[src/rtl/adder_rr_arbiter.sv]
// adder_rr_arbiter: four requesters share one 64-bit prefix adder.
// Round-robin grant, one accept per cycle, one-entry valid/ready result.
//
// Ports:
//   clk, rst             : rising-edge clock, async active-high reset
//   req_valid/req_ready  : per-requester handshake (ready one-hot or 0)
//   req_sayi1/req_sayi2  : operands, requester k at [64k+63:64k]
//   res_valid/res_ready  : result handshake
//   res_toplam, res_id   : registered sum and owning requester
//   op_count             : accepted ops (only with ADDER_ARB_OPCNT_EN)
//
// Build option: define ADDER_ARB_OPCNT_EN to add the op_count port.

module adder_rr_arbiter #(
  parameter int N_REQ = 4,
  parameter int CNT_W = 32
) (
  input  logic               clk,
  input  logic               rst,
  input  logic [N_REQ-1:0]   req_valid,
  output logic [N_REQ-1:0]   req_ready,
  input  logic [64*N_REQ-1:0] req_sayi1,
  input  logic [64*N_REQ-1:0] req_sayi2,
  output logic               res_valid,
  input  logic               res_ready,
  output logic [63:0]        res_toplam,
  output logic [1:0]         res_id
`ifdef ADDER_ARB_OPCNT_EN
  ,
  output logic [CNT_W-1:0]   op_count
`endif
);

  if (N_REQ != 4 || CNT_W < 1) begin : g_cfg_err
    $error("adder_rr_arbiter: N_REQ must be 4, CNT_W >= 1");
  end

  typedef enum logic {
    EMPTY = 1'b0,
    FULL  = 1'b1
  } state_t;

  state_t      state_q;
  state_t      state_d;
  logic [1:0]  last;
  logic [1:0]  gnt;
  logic        found;
  logic        can_accept;
  logic        accept;
  logic [63:0] opa;
  logic [63:0] opb;
  logic [63:0] sum;

  assign res_valid  = (state_q == FULL);
  assign can_accept = (state_q == EMPTY) | res_ready;

  // Search starts one past the last winner and wraps.
  always_comb begin
    logic [1:0] idx;
    idx   = '0;
    found = 1'b0;
    gnt   = '0;
    for (int i = 1; i <= 4; i++) begin
      idx = last + 2'(i);
      if (!found && req_valid[idx]) begin
        found = 1'b1;
        gnt   = idx;
      end
    end
  end

  // rst gates ready so nothing looks accepted while in reset.
  always_comb begin
    req_ready = '0;
    if (found && can_accept && !rst)
      req_ready[gnt] = 1'b1;
  end

  assign accept = |req_ready;

  always_comb begin
    opa = '0;
    opb = '0;
    unique case (gnt)
      2'd0: begin
        opa = req_sayi1[63:0];
        opb = req_sayi2[63:0];
      end
      2'd1: begin
        opa = req_sayi1[127:64];
        opb = req_sayi2[127:64];
      end
      2'd2: begin
        opa = req_sayi1[191:128];
        opb = req_sayi2[191:128];
      end
      2'd3: begin
        opa = req_sayi1[255:192];
        opb = req_sayi2[255:192];
      end
      default: begin
        opa = '0;
        opb = '0;
      end
    endcase
  end

  // Kogge-Stone prefix carry: six doubling levels over 64 bits.
  // Zero fill on the shifts models a carry-in of 0.
  always_comb begin
    logic [63:0] g;
    logic [63:0] p;
    g = opa & opb;
    p = opa ^ opb;
    for (int l = 0; l < 6; l++) begin
      g = g | (p & (g << (1 << l)));
      p = p & (p << (1 << l));
    end
    sum = (opa ^ opb) ^ {g[62:0], 1'b0};
  end

  always_comb begin
    state_d = state_q;
    if (accept)
      state_d = FULL;
    else if (state_q == FULL && res_ready)
      state_d = EMPTY;
  end

  always_ff @(posedge clk or posedge rst) begin
    if (rst)
      state_q <= EMPTY;
    else
      state_q <= state_d;
  end

  always_ff @(posedge clk or posedge rst) begin
    if (rst) begin
      res_toplam <= '0;
      res_id     <= '0;
      last       <= 2'd3;
    end else if (accept) begin
      res_toplam <= sum;
      res_id     <= gnt;
      last       <= gnt;
    end
  end

`ifdef ADDER_ARB_OPCNT_EN
  always_ff @(posedge clk or posedge rst) begin
    if (rst)
      op_count <= '0;
    else if (accept)
      op_count <= op_count + 1'b1;
  end
`endif

endmodule

[config.mk]
export PLATFORM = sky130hd
export DESIGN_NAME = adder_rr_arbiter
export DESIGN_NICKNAME = d
export VERILOG_FILES = /design/src/rtl/adder_rr_arbiter.sv
export SDC_FILE = /design/constraint.sdc
export NUM_CORES = 1
export LEC_CHECK = 0
export ABC_AREA = 1
export BUFFER_PORTS_ARGS = -buffer_cell sky130_fd_sc_hd__buf_2
export CORE_AREA = 2 2 230 232
export DETAILED_ROUTE_END_ITERATION = 8
export DIE_AREA = 0 0 232 234
export PLACE_DENSITY = 0.54
export SLEW_MARGIN = 15
export SYNTH_ARGS = -nofsm -noshare
export SYNTH_HDL_FRONTEND = slang
export SYNTH_SLANG_ARGS = --single-unit
[constraint.sdc]
create_clock -name clk -period 4.85 [get_ports clk]
set_input_delay 0.2425 -clock clk [delete_from_list [all_inputs] [get_ports clk]]
set_output_delay 0.2425 -clock clk [all_outputs]
set_load 0.1 [all_outputs]
==> reports/qor.yml, run 1 <==
timing:
  finalSetupViolations: 0
  finalSetupTns_ns: 0
  final.setup_skew_ns: 0.00792
  min_period_ns: 4.60
  fmax_mhz: 217
  hold_viol: 0
  timing.slew.headroom: 0.429
  rsz0062_at_grt: "yes"
  tightest_slew_ns: 0.856
  report.final.slew_viol_count: 0
  finalCritPeriodShare: 0.948
clock_tree:
  clk_pin_slew_ns: 0.06
  cts.sinks: 69
  cts_tree: "built"
  cts_hold_buf: 0
  htreeDepth: 3
  cts_buffer_depth: 2
  cts_buffers: 9
  clk_latency_ns: 0.34
  root_buffer: "clkbuf_16"
min_path:
  hp-class: "in2async"
synthesis:
  yosysWarnings: 0
  synth_cells: 1876
  synth-seq-cells: 69
  async_flop_share: 1.00
  synthFlopType: "dfrtp_1"
  seq_area_frac_synth: 0.152
  syn-num-nets: 2459
  avgSynthCellArea_um2: 6.07
  synth_edf_count: 0
  synth_area_um2: 11400
  synth_cell_types: 47
drt:
  vias: 15800
  routedWlPerCell_um: 19.5
  drt_iter0_markers: 1042
  drc: 0
  drt_wl_total_um: 65400
  via_per_inst: 4.69
  ant_nets: 0
  dr.pass1.iters: 5
cells_and_area:
  final_core_util: 0.340
  post-route-cell-area_um2: 17700
  synthToLayoutAreaGrowth_pct: 55.4
  final_cell_mix: "nand2_1 (594), buf_2 (587), inv_1 (256)"
  final_common_cell: "nand2_1"
  drive_gt1_frac: 0.396
  layout.nets: 3244
die:
  fp-row-count: 84
  initial_core_util: 0.219
  fp.dieH_um: 234
  die_w_um: 232
  core_area_um2: 52000
  die_area_um2: 54300
  ios: 590
critical_path:
  endpoint_kind: "flop"
  cp_max_fo: 24
  crit_arrival_ns: 4.83
  critPathMaxStageDelay_ns: 0.58
  crit_top_cell: "nand2_1"
  cp_data_required_time_ns: 5.08
  slowest_stage: "dfstp_2"
  startpoint_type: "flop"
  critPathKind: "reg2reg"
placed_design:
  place_congestion: 0.951
  place_hpwl_um: 56200
  port_buffers: 589
  placed_cell_area_um2: 16800
global_routing:
  antenna_found_initial: 15
  grtUsageTotal: 0.229
  grt_max_degree: 50
  first_global_vias: 15300
  grt_pass1_wl_um: 93200
  grt-ovfl-total: 0
status:
  status: "complete, no violations"
flow_run:
  maxCapViolCount: 0
==> path summary, 6_finish.rpt <==
path | from | end | slack [ns] | depth (start not counted)
worst min register to register | res_id[1] | res_id[1] | 0.47 | 2
worst max-delay path | last[0] | res_toplam[35] | 0.25 | 28
worst min-delay path | rst | res_valid | 0.09 | 2
worst max register to register | last[0] | res_toplam[35] | 0.25 | 28
min in group clk | res_ready | res_valid | 0.09 | 2
max in group asynchronous | rst | res_toplam[53] | 3.72 | 3
==> timing repair <==
action,in CTS,in global routing
hold endpoints to repair,0,0
setup endpoints to repair,6,45
cloned,0,2
resized for setup,4,101
pin swaps,1,11
buffers inserted,3,12
==> through the flow <==
stage | setup WS, ns | std cells | hold WS, ns
floorplan | 0.543 | 1876 | 0.339
global placement | -0.0949 | 3321 | 0.454
detailed placement | -0.0518 | 3321 | 0.444
CTS | 0.0114 | 3339 | 0.0742
global route | -0.0369 | 3362 | 0.0873
finish | 0.252 | 3364 | 0.0924
==> layout make-up <==
type	count	area [um^2]
Fill cell	5949	34300
Sequential cell	69	1730
Clock inverter	6	88.8
Inverter	266	1000
Timing Repair Buffer	855	5230
Tap cell	688	861
Multi-Input combinational cell	1460	8540
Antenna cell	11	27.5
Clock buffer	9	225
==> metal layers <==
metal / wire length, um / global-route usage / part of all wire
met5: 11 / 0.0241 / 0.00017
met4: 1720 / 0.0687 / 0.026
met3: 3980 / 0.0330 / 0.061
met2: 29300 / 0.363 / 0.45
met1: 30400 / 0.318 / 0.47
==> cells by family after synthesis <==
kind of cell	Yosys count	share of synthesized area
DFF	69	0.152
AOI/OAI and AO/OA	476	0.299
xor gates and xnor gates	31	0.0238
and+or+nand+nor	889	0.325
buffers and inverters	347	0.130
adders and majority gates	64	0.0710
==> state kept, by name (all words and copies together) (netlist names) <==
signal      cells
res_valid       1
res_toplam     64
res_id          2
last            2
==> Yosys cell counts, types with 2 or more instances <==
master / n / share of area
inv_2: 9 / 0.0030
dfrtp_1: 67 / 0.15
nor4_1: 8 / 0.0044
nand3_4: 2 / 0.0031
nand3b_1: 4 / 0.0026
o2111ai_1: 2 / 0.0015
a221oi_2: 73 / 0.096
nand2_4: 2 / 0.0020
o21ai_0: 106 / 0.047
nand3_1: 72 / 0.032
buf_2: 38 / 0.017
or2_2: 8 / 0.0044
xor2_1: 10 / 0.0077
and2_1: 4 / 0.0022
buf_6: 10 / 0.0099
ha_1: 63 / 0.069
nand2_1: 600 / 0.20
a21boi_0: 2 / 0.0013
o21ai_1: 120 / 0.053
a31oi_1: 11 / 0.0060
nor2_8: 2 / 0.0035
nor2_4: 3 / 0.0030
xnor2_1: 21 / 0.016
a221oi_1: 47 / 0.036
buf_4: 13 / 0.0086
inv_1: 257 / 0.085
dfstp_2: 2 / 0.0046
nand2_2: 5 / 0.0027
a21oi_1: 84 / 0.037
clkbuf_1: 16 / 0.0053
a211oi_1: 2 / 0.0013
o21a_1: 4 / 0.0026
a21o_1: 10 / 0.0066
clkbuf_2: 3 / 0.0013
nor2_1: 144 / 0.047
nand4_1: 17 / 0.0093
o21bai_1: 13 / 0.0086
nand3_2: 3 / 0.0026
nor3_1: 11 / 0.0048
==> critical path: cells and delay by family (launching register included) <==
| kind | cells | cell delay [ns] |
|---|---|---|
| DFF | 1 | 0.58 |
| adders and majority gates | 1 | 0.31 |
| AOI/OAI and AO/OA | 8 | 1.22 |
| buffers and inverters | 8 | 1.14 |
| and+or+nand+nor | 11 | 1.21 |
Power of run 1 is not shown: default switching activity piles up to over one toggle a cycle in this logic, so the estimate is an artifact.
==> run 2: changes to the inputs <==
ABC_AREA = default   (was 1)
PLACE_DENSITY = 0.52   (was 0.54)
==> reports/qor.yml, run 2 <==
status:
  status: "complete, but fails checks"  # was complete, no violations
  violations: "hold timing"
clock_tree:
  cts.sinks: 69  # unchanged
  clk_pin_slew_ns: 0.07  # was 0.06 ns
  cts_buffer_depth: 2  # unchanged
  root_buffer: "clkbuf_16"  # unchanged
  cts_buffers: 9  # unchanged
  clk_latency_ns: 0.35  # was 0.34 ns
  htreeDepth: 3  # unchanged
  cts_tree: "built"  # unchanged
  cts_hold_buf: 0  # unchanged
timing:
  finalCritPeriodShare: 0.960  # was 0.948
  report.final.slew_viol_count: 0  # unchanged
  fin_ws_ns: 0.195  # was 0.252 ns
  final.setup_skew_ns: 0.00576  # was 0.00792 ns
  rsz0062_at_grt: "yes"  # unchanged
  finalSetupViolations: 0  # unchanged
  holdWs_ns: -0.0116  # was 0.0924 ns
  timing.slew.headroom: 0.395  # was 0.429
  min_period_ns: 4.65  # was 4.60 ns
  tightest_slew_ns: 0.907  # was 0.856 ns
  finalSetupTns_ns: 0  # unchanged
  fmax_mhz: 215  # was 217 MHz
  hold_viol: 2  # was 0
placed_design:
  port_buffers: 589  # unchanged
  place_hpwl_um: 44700  # was 56200 um
  place_congestion: 0.915  # was 0.951
  place_ws_ns: -0.246  # was -0.0518 ns
die:
  die_area_um2: 54300  # unchanged
  fp.dieH_um: 234  # unchanged
  core_area_um2: 52000  # unchanged
  initial_core_util: 0.199  # was 0.219
  fp-row-count: 84  # unchanged
  ios: 590  # unchanged
  die_w_um: 232  # unchanged
min_path:
  hp-class: "in2async"  # unchanged
synthesis:
  synth_commonest_cells: "nand2_1 (384), a31oi_1 (141), a211oi_1 (136)"  # was nand2_1 (600), inv_1 (257), nor2_1 (144)
  synth_area_um2: 10300  # was 11400 um^2
  seq_area_frac_synth: 0.167  # was 0.152
  syn-num-nets: 2131  # was 2459
  synth_edf_count: 0  # unchanged
  synth_top_cell_by_area: "dfrtp_1"  # was nand2_1
  synth_cell_types: 70  # was 47
  synthFlopType: "dfrtp_1"  # unchanged
  synthMostInstantiatedCell: "nand2_1"  # unchanged
  synth-seq-cells: 69  # unchanged
  avgSynthCellArea_um2: 6.67  # was 6.07 um^2
  async_flop_share: 1.00  # unchanged
  synth.area.top_cells: "dfrtp_1 (16%), nand2_1 (14%), a211oi_1 (9.9%)"  # was nand2_1 (20%), dfrtp_1 (15%), a221oi_2 (9.6%)
  synth_cells: 1548  # was 1876
  yosysWarnings: 0  # unchanged
  yosysTopAreaCellShare: 0.162  # was 0.198
cells_and_area:
  largest_reg_flops: 64  # unchanged
  regMostFlops: "res_toplam"  # unchanged
  layout.nets: 2696  # was 3244
  seq_area_um2: 1730  # unchanged
  final_core_util: 0.290  # was 0.340
  final_common_cell: "buf_2"  # was nand2_1
  drive_gt1_frac: 0.362  # was 0.396
  final_cell_mix: "buf_2 (589), nand2_1 (382), a31oi_1 (137)"  # was nand2_1 (594), buf_2 (587), inv_1 (256)
  fillers: 5809  # was 5949
  top_regs: "res_toplam: 64 flops, last: 2 flops, res_id: 2 flops"  # unchanged
  multi_input_area_um2: 8220  # was 8540 um^2
  synthToLayoutAreaGrowth_pct: 45.8  # was 55.4%
drt:
  dr.pass1.iters: 4  # was 5
  vias: 13700  # was 15800
  drt_iter0_markers: 726  # was 1042
  route.met2.wl_um: 25100  # was 29300 um
  drc: 0  # unchanged
  wl_met3_um: 3090  # was 3980 um
  via_per_inst: 4.88  # was 4.69
  ant_nets: 0  # unchanged
  drt_wl_total_um: 53800  # was 65400 um
  maxUsedRoutingLayer: "met4"  # was met5
  routedWlPerCell_um: 19.2  # was 19.5 um
  wl_met1_um: 24700  # was 30400 um
global_routing:
  grt-ovfl-total: 0  # unchanged
  grt_max_degree: 66  # was 50
  first_global_vias: 13100  # was 15300
  grtUsageTotal: 0.187  # was 0.229
  antenna_found_initial: 2  # was 15
  grt_pass1_wl_um: 77500  # was 93200 um
critical_path:
  startpoint_type: "flop"  # unchanged
  r2r_cells: 19  # was 28
  cp_data_required_time_ns: 5.06  # was 5.08 ns
  endpoint_kind: "flop"  # unchanged
  critPathKind: "reg2reg"  # unchanged
  cp_max_fo: 29  # was 24
  crit_arrival_ns: 4.87  # was 4.83 ns
power_and_ir_drop:
  p_comb_frac: 0.834
  p_sw_frac: 0.610
  p_per_area_nw_per_um2: 716
  seqPwrFrac: 0.094
  leakagePower_nw: 7.10
  pwr-share-clk: 0.071
  p_sw_mw: 6.58
  irDropWorstVdd_uv: 265
  power.internal_mw: 4.20
flow_run:
  maxCapViolCount: 0  # unchanged
-- run 2: power groups by stage --
stage	clock, mW	combinational [mW]	sequential, mW
floorplan	0	4.29	2.91
global placement	0	8.80	1.02
detailed placement	0	8.80	1.03
CTS	0.806	8.91	1.02
global route	0.827	9.77	1.06
finish	0.771	9.00	1.02
-- run 2: worst paths after layout --
kind                                start        endpoint  slack [ns]
hold reg to reg            res_toplam[37]  res_toplam[37]        0.46
max in group asynchronous             rst         last[1]        3.84
min in group clk                      rst       res_valid        0.26
hold / removal                        rst       res_valid       -0.01
setup reg to reg                  last[1]  res_toplam[38]        0.20
setup / recovery                  last[1]  res_toplam[38]        0.20
-- run 2: critical path, cell delays in order (launching register included) --
cell and delay [ns]:
dfstp_2 0.61, nand2_1 0.09, a21oi_2 0.19, o221a_4 0.28, buf_12 0.19, buf_16 0.19, nand2_1 0.11, a31oi_2 0.24
buf_4 0.16, ha_1 0.27, and2_1 0.23, a32o_1 0.31, o21ai_1 0.20, buf_4 0.16, nand2_2 0.06, a41o_2 0.35
a31o_2 0.32, a221oi_2 0.27, xor2_1 0.18, o21ai_1 0.07
-- run 2: final cells by class --
type	instances	share of cell area
Multi-Input combinational cell	1331	0.546
Timing Repair Buffer	688	0.257
Sequential cell	69	0.115
Tap cell	688	0.0571
Clock buffer	9	0.0150
Clock inverter	7	0.00656
Inverter	14	0.00357
Antenna cell	2	0.000332
-- run 2: logic make-up after synthesis --
| group | synth area share |
|---|---|
| mux | 0.00303 |
| buf+inv | 0.0559 |
| xor+xnor | 0.0475 |
| flops | 0.167 |
| fa+ha+maj | 0.0782 |
| simple gates | 0.293 |
| compound gates | 0.355 |
-- run 2: metal layers --
metal / GRT usage / up-vias
met4: 0.0427 / 0
met3: 0.0376 / 41
met1: 0.247 / 6462
li1: - / 6757
met2: 0.312 / 434
met5: 0 / -
-- run 2: timing repair --
action                                  CTS  global route
endpoints found under the setup margin   16            27
cloned                                    1             1
pin swaps                                 1             3
buffers inserted                          1             4
gates resized for setup                   7            33
-- run 2: through the flow --
| stage | cell area [um^2] | std cells | power [mW] |
|---|---|---|---|
| 2_1_floorplan | 10300 | 1548 | 7.20 |
| 3_3_place_gp | 14500 | 2783 | 9.82 |
| 3_5_place_dp | 14500 | 2783 | 9.83 |
| 4_1_cts | 14900 | 2801 | 10.7 |
| 5_1_grt | 15100 | 2808 | 11.7 |
| 6_report | 15100 | 2808 | 10.8 |
Note: power is estimated with default switching activity, not from simulation.
==> run 3: changes to the inputs <==
CORE_AREA = 4 4 226 228   (was 2 2 230 232)
DIE_AREA = 0 0 230 232   (was 0 0 232 234)
PLACE_DENSITY = 0.53   (was 0.52)
==> reports/qor.yml, run 3 (synthesis gave the netlist of run 2 again) <==
status:
  status: "complete, no violations"  # was complete, but fails checks
critical_path:
  critPathTopFamily: "compound AO/OA/AOI/OAI gates"  # unchanged
  slowest_stage: "dfstp_2"  # unchanged
  endpoint_kind: "flop"  # unchanged
  cp_max_fo: 23  # was 29
  startpoint_type: "flop"  # unchanged
  critPathMaxStageDelay_ns: 0.62  # was 0.61 ns
  crit_arrival_ns: 4.95  # was 4.87 ns
  crit_chain: "mux2i_4, o221a_4, buf_12, buf_4, nor2b_1, a211oi_1, a31oi_1, buf_4, ha_2, o211ai_1, o21ai_2, o211ai_1, buf_4, a211oi_4, o31ai_2, buf_4, nand3_1, a31oi_1, buf_4, or4_1, nand4_1"  # was nand2_1, a21oi_2, o221a_4, buf_12, buf_16, nand2_1, a31oi_2, buf_4, ha_1, and2_1, a32o_1, o21ai_1, buf_4, nand2_2, a41o_2, a31o_2, a221oi_2, xor2_1, o21ai_1
  cp_num_buf_inv: 6  # was 4
  crit_top_cell: "buf_4"
  critPathKind: "reg2reg"  # unchanged
  cp_data_required_time_ns: 5.14  # was 5.06 ns
cells_and_area:
  drive_gt1_frac: 0.370  # was 0.362
  synthToLayoutAreaGrowth_pct: 48.3  # was 45.8%
  largest_reg_flops: 64  # unchanged
  final_cell_mix: "buf_2 (589), nand2_1 (383), a31oi_1 (140)"  # was buf_2 (589), nand2_1 (382), a31oi_1 (137)
  regMostFlops: "res_toplam"  # unchanged
  antennaDiodeCount: 0  # was 2
  final_common_cell: "buf_2"  # unchanged
  fillers: 5417  # was 5809
  final_core_util: 0.314  # was 0.290
  top_regs: "res_toplam: 64 flops, last: 2 flops, res_id: 2 flops"  # unchanged
  layout.nets: 2721  # was 2696
  fin_cells: 2807  # was 2808
  post-route-cell-area_um2: 15300  # was 15100 um^2
clock_tree:
  clk_pin_slew_ns: 0.07  # about the same
  htreeDepth: 3  # unchanged
  cts.sinks: 69  # unchanged
  cts_tree: "built"  # unchanged
  cts_buffers: 9  # unchanged
  clk_latency_ns: 0.35  # about the same
  cts_buffer_depth: 2  # unchanged
  root_buffer: "clkbuf_16"  # unchanged
timing:
  timing.slew.headroom: 0.462  # was 0.395
  tightest_slew_ns: 0.804  # was 0.907 ns
  rsz0062_at_grt: "yes"  # unchanged
  finalCritPeriodShare: 0.961  # was 0.960
  report.final.slew_viol_count: 0  # unchanged
  fmax_mhz: 215  # about the same
  final.setup_skew_ns: 0.00949  # was 0.00576 ns
  finalSetupTns_ns: 0  # unchanged
  min_period_ns: 4.66  # was 4.65 ns
  finalSetupViolations: 0  # unchanged
  hold_viol: 0  # was 2
die:
  initial_core_util: 0.212  # was 0.199
  ios: 590  # unchanged
  core_area_um2: 48800  # was 52000 um^2
  die_area_um2: 53400  # was 54300 um^2
  fp-row-count: 81  # was 84
  die_w_um: 230  # was 232 um
  fp.dieH_um: 232  # was 234 um
power_and_ir_drop:
  total_power_mw: 11.0  # was 10.8 mW
  p_per_area_nw_per_um2: 715  # was 716 nW/um^2
  leakagePower_nw: 7.24  # was 7.10 nW
  irDropWorstVdd_uv: 285  # was 265 uV
global_routing:
  grt_pass1_wl_um: 79000  # was 77500 um
  grt_max_degree: 81  # was 66
  grt-ovfl-total: 0  # unchanged
  antenna_found_initial: 2  # unchanged
  grtUsageTotal: 0.188  # was 0.187
  first_global_vias: 13700  # was 13100
drt:
  ant_nets: 0  # unchanged
  via_per_inst: 4.92  # was 4.88
  dr.pass1.iters: 5  # was 4
  routedWlPerCell_um: 19.3  # was 19.2 um
  drt_wl_total_um: 54100  # was 53800 um
  vias: 13800  # was 13700
  drc: 0  # unchanged
  drt_iter0_markers: 670  # was 726
placed_design:
  port_buffers: 589  # unchanged
  place_congestion: 0.909  # was 0.915
  place_hpwl_um: 44900  # was 44700 um
  dpl.cell_count: 2770  # was 2783
  placed_cell_area_um2: 14500  # about the same
flow_run:
  maxCapViolCount: 0  # unchanged
min_path:
  hp-class: "in2reg"  # was in2async
run 3: changes by cell type in the layout (fill, tap and decap cells not counted), moves of 3 or more:
| cell | previous run | this run |
|---|---|---|
| a211oi_1 | 134 | 129 |
| a211oi_2 | 3 | 6 |
| a31oi_1 | 137 | 140 |
| a31oi_2 | 4 | 1 |
| buf_12 | 9 | 12 |
| buf_4 | 86 | 105 |
| ha_2 | 11 | 7 |
run 3: final timing paths:
| kind | from | end | slack, ns | cells past startpoint |
|---|---|---|---|---|
| worst min-delay path | res_ready | res_valid | 0.27 | 3 |
| worst max-delay path | last[1] | res_toplam[59] | 0.19 | 21 |
| worst min register to register | res_toplam[5] | res_toplam[5] | 0.47 | 2 |
| worst max register to register | last[1] | res_toplam[59] | 0.19 | 21 |
| min in group asynchronous | rst | res_toplam[58] | 0.54 | 3 |
| max in group asynchronous | rst | last[0] | 3.29 | 4 |
run 3: layer usage:
layer  wire (um)  vias up  global-route usage
met3        3540       48              0.0435
li1            -     6800                   -
met5          13        -                   0
met2       25900      414               0.323
met1       23800     6548               0.243
met4         800        2              0.0336
run 3: final cells by class:
| cell class | count | area [um^2] | share of cell area |
|---|---|---|---|
| clock buffer | 9 | 225 | 0.0147 |
| clock inverter | 7 | 123 | 0.00800 |
| inverter | 14 | 53.8 | 0.00351 |
| multi-input combinational | 1332 | 8290 | 0.541 |
| sequential | 69 | 1730 | 0.113 |
| tap | 664 | 831 | 0.0542 |
| timing repair buffer | 712 | 4080 | 0.266 |
run 3: power breakdown:
part	total, mW	internal (mW)	switching, mW
combinational	9.15	3.01	6.14
sequential	1.01	0.857	0.149
clock	0.801	0.506	0.295
total	11.0	4.38	6.58
run 3: metrics by stage:
stage                     hold slack [ns]  setup WS, ns
after global routing                0.281       -0.0938
final                               0.273         0.190
after CTS                           0.236       0.00104
after detailed placement            0.390       -0.0698
after floorplan                     0.446         0.143
after global placement              0.379       -0.0847
run 3: worst min-delay path: cells and delay by family:
kind | cells | cell delay [ns]
buffers and inverters | 1 | 0.07
and+or+nand+nor | 2 | 0.26
run 3: what timing repair did:
action,in CTS,in global routing
cloned,0,2
gates resized for setup,6,47
endpoints found under the setup margin,8,32
hold endpoints to repair,4,0
pin swaps,0,18
buffers inserted,0,18
hold buffers,1,0
